## config.mk

```make
export PLATFORM = sky130hd
export DESIGN_NAME = seq_pattern_tx_flat
export DESIGN_NICKNAME = d
export VERILOG_FILES = /design/src/rtl/seq_pattern_tx_if.sv /design/src/rtl/seq_pattern_tx.sv /design/src/flat_wrapper.sv
export SDC_FILE = /design/constraint.sdc
export NUM_CORES = 1
export LEC_CHECK = 0
export ABC_AREA = 0
export CAP_MARGIN = 20
export CORE_UTILIZATION = 53
export DETAILED_ROUTE_END_ITERATION = 8
export PLACE_DENSITY = 0.77
export RECOVER_POWER = 100
export SETUP_SLACK_MARGIN = 0.02
export SLEW_MARGIN = 20
export SYNTH_ARGS = -nofsm -noshare
export SYNTH_HDL_FRONTEND = slang
export SYNTH_SLANG_ARGS = --single-unit
export TNS_END_PERCENT = 100
```

## constraint.sdc

```tcl
create_clock -name clk -period 1.8 [get_ports clk]
set_input_delay 0.36 -clock clk [delete_from_list [all_inputs] [get_ports clk]]
set_output_delay 0.36 -clock clk [all_outputs]
set_load 0.03 [all_outputs]
```

## src/rtl/seq_pattern_tx_if.sv

```systemverilog
// rtl/seq_pattern_tx_if.sv - load port and serial output bundle of seq_pattern_tx
interface seq_pattern_tx_if #(
  parameter int PAT_W = 3,
  parameter int REP_W = 4
);
  logic             pat_valid;
  logic             pat_ready;
  logic [PAT_W-1:0] pat_data;
  logic [REP_W-1:0] pat_reps;
  logic             tx_bit;
  logic             tx_valid;
  logic             done;

  modport master (
    output pat_valid, pat_data, pat_reps,
    input  pat_ready, tx_bit, tx_valid, done
  );

  modport slave (
    input  pat_valid, pat_data, pat_reps,
    output pat_ready, tx_bit, tx_valid, done
  );
endinterface

```

## src/rtl/seq_pattern_tx.sv

```systemverilog
// rtl/seq_pattern_tx.sv - serial bit-pattern transmitter, MSB first, with repeats and gaps
module seq_pattern_tx #(
  parameter int PAT_W      = 3,
  parameter int REP_W      = 4,
  parameter int GAP_CYCLES = 1
) (
  input  logic           clk,
  input  logic           areset_n,
  seq_pattern_tx_if.slave bus
);

  localparam int CW       = $clog2(PAT_W) + 1;
  localparam int GW       = $clog2(GAP_CYCLES) + 1;
  localparam int GAP_LAST = (GAP_CYCLES > 0) ? GAP_CYCLES - 1 : 0;

  typedef enum logic [1:0] {
    IDLE  = 2'd0,
    SHIFT = 2'd1,
    GAP   = 2'd2
  } state_t;

  state_t           state;
  logic [PAT_W-1:0] sh;        // sh[PAT_W-1] is the bit currently on tx_bit
  logic [PAT_W-1:0] pat_q;     // latched copy used to reload each repetition
  logic [CW-1:0]    bit_cnt;   // index of the bit currently on tx_bit
  logic [REP_W-1:0] reps_left;
  logic [GW-1:0]    gap_cnt;
  logic [PAT_W-1:0] sh_next;

  // Rotate rather than shift so the expression stays valid for PAT_W=1;
  // the wrapped-in bit is never transmitted because a reload follows.
  assign sh_next = (sh << 1) | (sh >> (PAT_W - 1));

  // Ready is a pure decode of the state register
  assign bus.pat_ready = (state == IDLE);

  // Transmit sequencer: owns state, counters and all registered outputs
  always_ff @(posedge clk or negedge areset_n) begin
    if (!areset_n) begin
      state        <= IDLE;
      sh           <= '0;
      pat_q        <= '0;
      bit_cnt      <= '0;
      reps_left    <= '0;
      gap_cnt      <= '0;
      bus.tx_bit   <= 1'b0;
      bus.tx_valid <= 1'b0;
      bus.done     <= 1'b0;
    end else begin
      bus.done <= 1'b0;
      case (state)
        IDLE: begin
          bus.tx_bit   <= 1'b0;
          bus.tx_valid <= 1'b0;
          if (bus.pat_valid) begin
            sh           <= bus.pat_data;
            pat_q        <= bus.pat_data;
            reps_left    <= (bus.pat_reps == '0) ? REP_W'(1) : bus.pat_reps;
            bit_cnt      <= '0;
            bus.tx_bit   <= bus.pat_data[PAT_W-1];
            bus.tx_valid <= 1'b1;
            state        <= SHIFT;
          end
        end

        SHIFT: begin
          if (bit_cnt == CW'(PAT_W - 1)) begin
            // Last bit of this repetition is on the line now
            reps_left <= reps_left - REP_W'(1);
            bit_cnt   <= '0;
            if (reps_left == REP_W'(1)) begin
              bus.tx_bit   <= 1'b0;
              bus.tx_valid <= 1'b0;
              bus.done     <= 1'b1;
              state        <= IDLE;
            end else if (GAP_CYCLES > 0) begin
              bus.tx_bit   <= 1'b0;
              bus.tx_valid <= 1'b0;
              gap_cnt      <= '0;
              state        <= GAP;
            end else begin
              sh           <= pat_q;
              bus.tx_bit   <= pat_q[PAT_W-1];
              bus.tx_valid <= 1'b1;
            end
          end else begin
            sh           <= sh_next;
            bus.tx_bit   <= sh_next[PAT_W-1];
            bus.tx_valid <= 1'b1;
            bit_cnt      <= bit_cnt + CW'(1);
          end
        end

        GAP: begin
          bus.tx_bit   <= 1'b0;
          bus.tx_valid <= 1'b0;
          if (gap_cnt == GW'(GAP_LAST)) begin
            sh           <= pat_q;
            bit_cnt      <= '0;
            bus.tx_bit   <= pat_q[PAT_W-1];
            bus.tx_valid <= 1'b1;
            state        <= SHIFT;
          end else begin
            gap_cnt <= gap_cnt + GW'(1);
          end
        end

        default: begin
          bus.tx_bit   <= 1'b0;
          bus.tx_valid <= 1'b0;
          state        <= IDLE;
        end
      endcase
    end
  end

endmodule

```

## src/flat_wrapper.sv

```systemverilog
// flat-port wrapper written by rule: the top's interface ports become plain ports
module seq_pattern_tx_flat 
#(
  parameter int PAT_W      = 3,
  parameter int REP_W      = 4,
  parameter int GAP_CYCLES = 1
)
  (clk, areset_n, bus_pat_valid, bus_pat_data, bus_pat_reps, bus_pat_ready, bus_tx_bit, bus_tx_valid, bus_done);
  seq_pattern_tx_if #(.PAT_W(PAT_W), .REP_W(REP_W)) bus_i ();
  input  logic clk;
  input  logic areset_n;
  input wire logic [$bits(bus_i.pat_valid)-1:0] bus_pat_valid;
  input wire logic [$bits(bus_i.pat_data)-1:0] bus_pat_data;
  input wire logic [$bits(bus_i.pat_reps)-1:0] bus_pat_reps;
  output wire logic [$bits(bus_i.pat_ready)-1:0] bus_pat_ready;
  output wire logic [$bits(bus_i.tx_bit)-1:0] bus_tx_bit;
  output wire logic [$bits(bus_i.tx_valid)-1:0] bus_tx_valid;
  output wire logic [$bits(bus_i.done)-1:0] bus_done;
  assign bus_i.pat_valid = bus_pat_valid;
  assign bus_i.pat_data = bus_pat_data;
  assign bus_i.pat_reps = bus_pat_reps;
  assign bus_pat_ready = bus_i.pat_ready;
  assign bus_tx_bit = bus_i.tx_bit;
  assign bus_tx_valid = bus_i.tx_valid;
  assign bus_done = bus_i.done;
  seq_pattern_tx #(.PAT_W(PAT_W), .REP_W(REP_W), .GAP_CYCLES(GAP_CYCLES)) u_core (.clk(clk), .areset_n(areset_n), .bus(bus_i));
endmodule
```

==> impl_results.md, run 1 <==
* Vias per cell at 5.585
* Rel. slew slack at 0.3426
* Worst skew pair latency at about 0.30 ns
* Static leakage power at about 0.00055 uW
* Mapped cell area at a little over 1000 sq um
* Worst stage delay on the critical path at 0.73 ns
* Post-DP HPWL at 1593 um
* Crit-path max FO at 1
* Initial Util at 0.5818
* Vias in the first global route at 730
* First-pass GRT wire length at 3360 um
* CTS buffer count at 3
* Largest net degree at the start of global routing at 19
* FF+latch count, synth at 18
* Clock skew at ~0.014 ns
* Unique masters post-synth at 36
* MaxCap Viol Count at 0
* Filler cells at about 140
* CP top delay family: buffers and inverters
* Warnings, synthesis at 0
* # IOs at 14
* Ys flop type: dfrtp_1
* Cells after Synth at 97
* Routability congestion estimate from global placement at 0.8283
* Chip width at 46.24 um
* Worst path buffer plus inverter count at 1
* Die Height at 46.24 um
* Htree depth at 1
* Worst path cell trace: dlygate4sd3_1
* Outcome: finished clean
* Routed len/inst at roughly 15 um
* Endpoints failing hold at 0
* Die Area at 2138 sq um
* Crit. End Element: output pin
* Clk slew on worst S/H paths at around 0.11 ns
* DR vias at about 790
* Peak supply drop at around 1100 uV
* Post-synthesis sequential area ratio at 0.4343
* Gr busiest metal: met2
* Rows at 15
* Fmax at ~580 MHz
* Initial DRT Pass Iterations at 4
* Worst reg-to-reg setup slack at approximately 0.17 ns
* Final Max Tran Viols at 0
* Ant. Diodes at 0
* Core ar. at between 1500 and 2000 sq um
* Startpoint Class: register
* Final Power at roughly 2300 uW
* CTS sink count at 18
* Routed WL at between 2000 and 2500 um
* Worst-margin pin slew at 0.9861 ns
* RSZ-0062 raised after global routing: false
* # DRC at 0
* Crit path required time at 1.44 ns
* DRT antenna net count at 0
* Post-synth EDFFs at 0
* M2 GR Usage at 0.3662
* Initial antenna violation count at 0
* Tmin final at 1.726 ns
* First DRT Iteration DRCs at 23
* Share of cells above drive strength 1 at 0.1795
* Final Cycle Share at 0.9591
* Syn_nets at 114
* Crit path max-delay cell type: dlygate4sd3_1
* Met3 Track Usage GR at 0.07451
* CTS tree: built
* Nets at about 140
* Worst hold path type: register to register
* Average cell area after synthesis at roughly 11 sq um
* Port bufs at 13
* GR Util met1 at 0.3045
* Setup TNS at 0 ns
* PD cells at 1839 nW/um^2
* CP arrival at between 1 and 1.5 ns
* Congestion Overflow GR at 0
* Ys async rst share at 1.000
* CTS root buf: clkbuf_4
* Layout Area Growth over Synthesis at 19.30%
* Kind of critical path: register to output pin
* Hold_buf cts at 0
* Core Util, Final at 0.6940
* Final setup viols at 0
* Global Route Usage Sum at 0.2313
* CTS Buffer Depth at 2
## cells by family after synthesis
group,synth area share
AND/OR/NAND/NOR,0.1858
AO/OA/AOI/OAI,0.1785
flip-flops,0.4343
buffers and inverters,0.03136
multiplexers,0.08564
adder cells (fa/ha/maj),0.08444
## through the flow
stage          cell area, sq um  hold WS, ns  std cells  setup slack, ns
2_1_floorplan              1037      0.06441         97           0.1169
3_3_place_gp               1224       0.4929        138           0.1530
3_5_place_dp               1224       0.4998        138          0.08781
4_1_cts                    1260       0.3839        142          0.05121
5_1_grt                    1237       0.5382        142          0.01590
6_report                   1237       0.5215        142          0.07361
## final cells by class
| type | count | area (sq um) | share of cell area |
|---|---|---|---|
| Tap cell | 25 | 31.28 | 0.02528 |
| Timing Repair Buffer | 18 | 157.7 | 0.1274 |
| Inverter | 6 | 22.52 | 0.01820 |
| Clock buffer | 4 | 36.28 | 0.02932 |
| Multi-Input combinational cell | 71 | 539.3 | 0.4358 |
| Sequential cell | 18 | 450.4 | 0.3640 |
## state kept, by name (all words and copies together) (netlist names)
signal / cells
u_core.bit_cnt: 3
u_core.bus.done: 1
u_core.bus.tx_bit: 1
u_core.bus.tx_valid: 1
u_core.pat_q: 3
u_core.reps_left: 4
u_core.sh: 3
u_core.state: 2
## path summary, 6_finish.rpt
path / cells after the start / startpoint / endpoint
setup / recovery: 1 / u_core.bus.tx_valid$_DFF_PN0_ / bus_tx_valid
hold / removal: 1 / u_core.sh[0]$_DFFE_PN0P_ / u_core.sh[0]$_DFFE_PN0P_
setup reg to reg: 6 / u_core.state[0]$_DFFE_PN0P_ / u_core.sh[0]$_DFFE_PN0P_
hold reg to reg: 1 / u_core.sh[0]$_DFFE_PN0P_ / u_core.sh[0]$_DFFE_PN0P_
max in group asynchronous: 2 / areset_n / u_core.state[0]$_DFFE_PN0P_
min in group asynchronous: 2 / areset_n / u_core.reps_left[3]$_DFFE_PN0P_
## cell usage in the layout, fill, tap and decap left out, drive strengths merged, types with 3 or more instances in the layout
cell / netlist / final
dfrtp: 18 / 18
nor3b: 4 / 4
clkdlybuf4s50: 0 / 10
nor3: 5 / 5
a21oi: 6 / 6
mux2: 6 / 6
clkbuf: 0 / 6
inv: 6 / 6
buf: 2 / 4
o21ai: 6 / 6
ha: 7 / 7
nor2: 9 / 9
nand2b: 3 / 3
nand2: 4 / 4
a22oi: 3 / 3
## synthesized netlist by cell type (all sizes together), types with 2 or more instances
cell / count / area share
nand2b: 3 / 0.023
inv: 6 / 0.022
dfrtp: 18 / 0.43
o31ai: 2 / 0.014
o21ai: 6 / 0.033
nor3: 5 / 0.029
buf: 2 / 0.0097
nor2: 9 / 0.042
o211a: 2 / 0.019
nand3: 2 / 0.0097
nor3b: 4 / 0.040
mux2: 6 / 0.076
ha: 7 / 0.084
a22oi: 3 / 0.022
nand2: 4 / 0.014
a21oi: 6 / 0.029
## where the power goes
part | internal (uW) | leakage [uW] | switching [uW]
clock | 123 | 0.0000210 | 127
sequential | 592 | 0.000221 | 164
combinational | 598 | 0.000312 | 671
total | 1310 | 0.000554 | 963
## per-layer routing
metal	routed length [um]	part of all wire
met1	986	0.47
met2	994	0.48
met3	86	0.041
met4	12	0.0058
met5	0	0
## what timing repair did
item	4_1_cts	5_1_grt
setup endpoints to repair	0	1
resized for setup	0	2
setup buffers	0	0
Note: power is estimated with default switching activity, not from simulation.
==> run 2, diff against run 1 <==
--- a/config.mk
+++ b/config.mk
@@ -7,6 +7,7 @@
 export LEC_CHECK = 0
 export ABC_AREA = 0
 export CAP_MARGIN = 20
+export CORE_ASPECT_RATIO = 0.7
 export CORE_UTILIZATION = 53
 export DETAILED_ROUTE_END_ITERATION = 8
 export PLACE_DENSITY = 0.77
==> impl_results.md, run 2 (synthesized netlist as in run 1, its figures left out) <==
* Outcome: finished clean
* CTS Buffer Depth at 2 (unchanged)
* Clock skew at 0.006253 ns (-0.008245 ns)
* Routed len/inst at 15.68 um (+7.1%)
* Final setup viols at 0 (unchanged)
* Final Cell Area at 1216 sq um (-1.7%)
* Reg-to-reg endpoint: u_core.sh[1]$_DFFE_PN0P_
* CP top delay family: buffers and inverters
* Setup crit start: u_core.bus.tx_valid$_DFF_PN0_
* Port bufs at 13 (unchanged)
* Static leakage power at 0.0005460 uW (-1.4%)
* Core ar. at 1712 sq um (-4.0%)
* Met2 wire length at 940 um (-5.4%)
* RSZ-0062 raised after global routing: false
* Initial antenna violation count at 0 (unchanged)
* Clock share of power at 0.087 (-0.023)
* Worst hold path type: register to register
* Crit. path cell count at 1 (unchanged)
* Startpoint Class: register
* Global Route Usage Sum at 0.2324 (+0.001045)
* Worst stage delay on the critical path at 0.72 ns (about the same)
* Kind of critical path: register to output pin
* Setup TNS at 0 ns (unchanged)
* Nets at 134 (-0.74%)
* Initial Util at 0.6060 (+0.02424)
* Vias per cell at 5.956 (+6.7%)
* # DRC at 0 (unchanged)
* Largest net degree at the start of global routing at 19 (unchanged)
* Metal3 WL at 130 um (+51%)
* First DRT Iteration DRCs at 43 (+87%)
* Int Power at 1245 uW (-5.2%)
* Filler cells at 140 (-2.8%)
* Final instance count without filler cells at 136 (-4.2%)
* Crit path to: bus_tx_valid
* CTS root buf: clkbuf_4
* Worst-margin pin slew at 0.9586 ns (-0.02751 ns)
* Top Metal Used: met4
* Layout Area Growth over Synthesis at 17.25%
* Worst reg-to-reg setup slack at 0.15 ns (-0.02 ns)
* Switching share of power at 0.4428 (+0.01993)
* Final hold slack at 0.5209 ns (-0.0005740 ns)
* DRT antenna net count at 0 (unchanged)
* CTS tree: built
* Final Max Tran Viols at 0 (unchanged)
* Crit. End Element: output pin
* Htree depth at 1 (unchanged)
* # IOs at 14 (unchanged)
* Final Cycle Share at 0.9408 (-0.01830)
* R2R Path Start: u_core.state[1]$_DFFE_PN0P_
* DR vias at 810 (+2.1%)
* CTS buffer count at 3 (unchanged)
* Placed cells at 133 (-3.6%)
* Sequential Power Share at 0.344 (+0.012)
* Initial DRT Pass Iterations at 4 (unchanged)
* MaxCap Viol Count at 0 (unchanged)
* Tmin final at 1.693 ns (-0.03293 ns)
* Rel. slew slack at 0.3609 (+0.01834)
* Routed WL at 2133 um (+2.6%)
* Most flops, register: u_core.reps_left
* Clk slew on worst S/H paths at 0.10 ns (about the same)
* Crit path required time at 1.44 ns (about the same)
* Routability congestion estimate from global placement at 0.8172 (-1.3%)
* Crit path max-delay cell type: dlygate4sd3_1
* Peak supply drop at 1085 uV (-2.7%)
* Fmax at 590.5 MHz (+1.9%)
* FF-to-FF path depth at 6 (unchanged)
* Max reg flops at 4 (unchanged)
* Die Area at 2141 sq um (+0.13%)
* Comb pwr share at 0.570 (+0.012)
* Commonest cells after routing, fill and taps aside: 18 x dfrtp_1, 9 x clkdlybuf4s50_1, 8 x nor2_1
* Worst path cell trace: dlygate4sd3_1
* Net Sw Power at 989.2 uW (+2.8%)
* CP arrival at 1.33 ns (-0.04 ns)
* Commonest non-fill, non-tap cell in the layout: dfrtp_1
* Worst skew pair latency at 0.29 ns (about the same)
* Vias in the first global route at 746 (+2.2%)
* # Post-CTS Setup Buffers at 0 (unchanged)
* Post-DP HPWL at 1647 um (+3.4%)
* First-pass GRT wire length at 3277 um (-2.5%)
* Share of cells above drive strength 1 at 0.1739 (-0.005574)
* Congestion Overflow GR at 0 (unchanged)
* PD cells at 1837 nW/um^2 (-0.14%)
* Placed Area at 1211 sq um (-1.0%)
* Crit-path max FO at 1 (unchanged)
* Endpoints failing hold at 0 (unchanged)
* Rows at 12 (-3)
* CTS sink count at 18 (unchanged)
* Ant. Diodes at 0 (unchanged)
* Worst path buffer plus inverter count at 1 (unchanged)
* Wire length on met1 at 1049 um (+6.4%)
* Die Height at 39.02 um (-16%)
* Chip width at 54.88 um (+19%)
run 2: worst min-delay path by stage:
stage | start | end | slack, ns | cells after the start
2_1_floorplan | areset_n | u_core.bit_cnt[0]$_DFFE_PN0P_ | 0.06 | 0
3_3_place_gp | u_core.pat_q[1]$_DFFE_PN0N_ | u_core.pat_q[1]$_DFFE_PN0N_ | 0.49 | 1
3_5_place_dp | u_core.pat_q[1]$_DFFE_PN0N_ | u_core.pat_q[1]$_DFFE_PN0N_ | 0.50 | 1
4_1_cts | areset_n | u_core.state[1]$_DFFE_PN0P_ | 0.38 | 2
5_1_grt | u_core.pat_q[1]$_DFFE_PN0N_ | u_core.pat_q[1]$_DFFE_PN0N_ | 0.54 | 1
6_report | u_core.pat_q[1]$_DFFE_PN0N_ | u_core.pat_q[1]$_DFFE_PN0N_ | 0.52 | 1
run 2: power by group through the flow:
| stage | Clock (uW) | Combinational, uW | Sequential [uW] |
|---|---|---|---|
| 2_1_floorplan | 0 | 970 | 763 |
| 3_3_place_gp | 0 | 1280 | 759 |
| 3_5_place_dp | 0 | 1320 | 772 |
| 4_1_cts | 200 | 1330 | 763 |
| 5_1_grt | 218 | 1370 | 785 |
| 6_report | 194 | 1270 | 768 |
run 2: repair_timing:
action / CTS / global route
endpoints found under the hold margin: 0 / 0
endpoints found under the setup margin: 0 / 1
hold buffers: 0 / 0
gates resized for setup: 0 / 1
run 2: layer usage:
metal,global-route usage,vias to the layer above
met5,0,-
met4,0.06410,0
met3,0.08627,2
met2,0.3645,24
met1,0.2959,390
li1,-,394
run 2: worst register-to-register path, cell delays in order (launching register included):
cell,delay [ns]
dfrtp_1,0.44
inv_1,0.11
ha_1,0.18
inv_2,0.08
nor3_2,0.31
nor2_4,0.09
mux2_1,0.32
run 2: final cells by class:
class,count,area [sq um],area share
tap,21,26.28,0.02160
clock buffer,3,22.52,0.01852
multi-input combinational,71,546.8,0.4496
sequential,18,450.4,0.3704
inverter,6,22.52,0.01852
timing repair buffer,17,147.6,0.1214
run 2: through the flow:
step	setup slack, ns	total power, uW	utilization
finish	0.1065	2234	0.7105
detailed placement	0.1310	2096	0.7076
global placement	0.1609	2043	0.7076
CTS	0.08571	2291	0.7208
floorplan	0.1169	1733	-
global route	0.04050	2371	0.7105
==> run 3, diff against run 2 <==
--- a/config.mk
+++ b/config.mk
@@ -13,6 +13,7 @@
 export PLACE_DENSITY = 0.77
 export RECOVER_POWER = 100
 export SETUP_SLACK_MARGIN = 0.02
+export SKIP_LAST_GASP = 1
 export SLEW_MARGIN = 20
 export SYNTH_ARGS = -nofsm -noshare
 export SYNTH_HDL_FRONTEND = slang
==> results of run 3 <==
Final layout, timing and power as in run 2 (identical DEF).
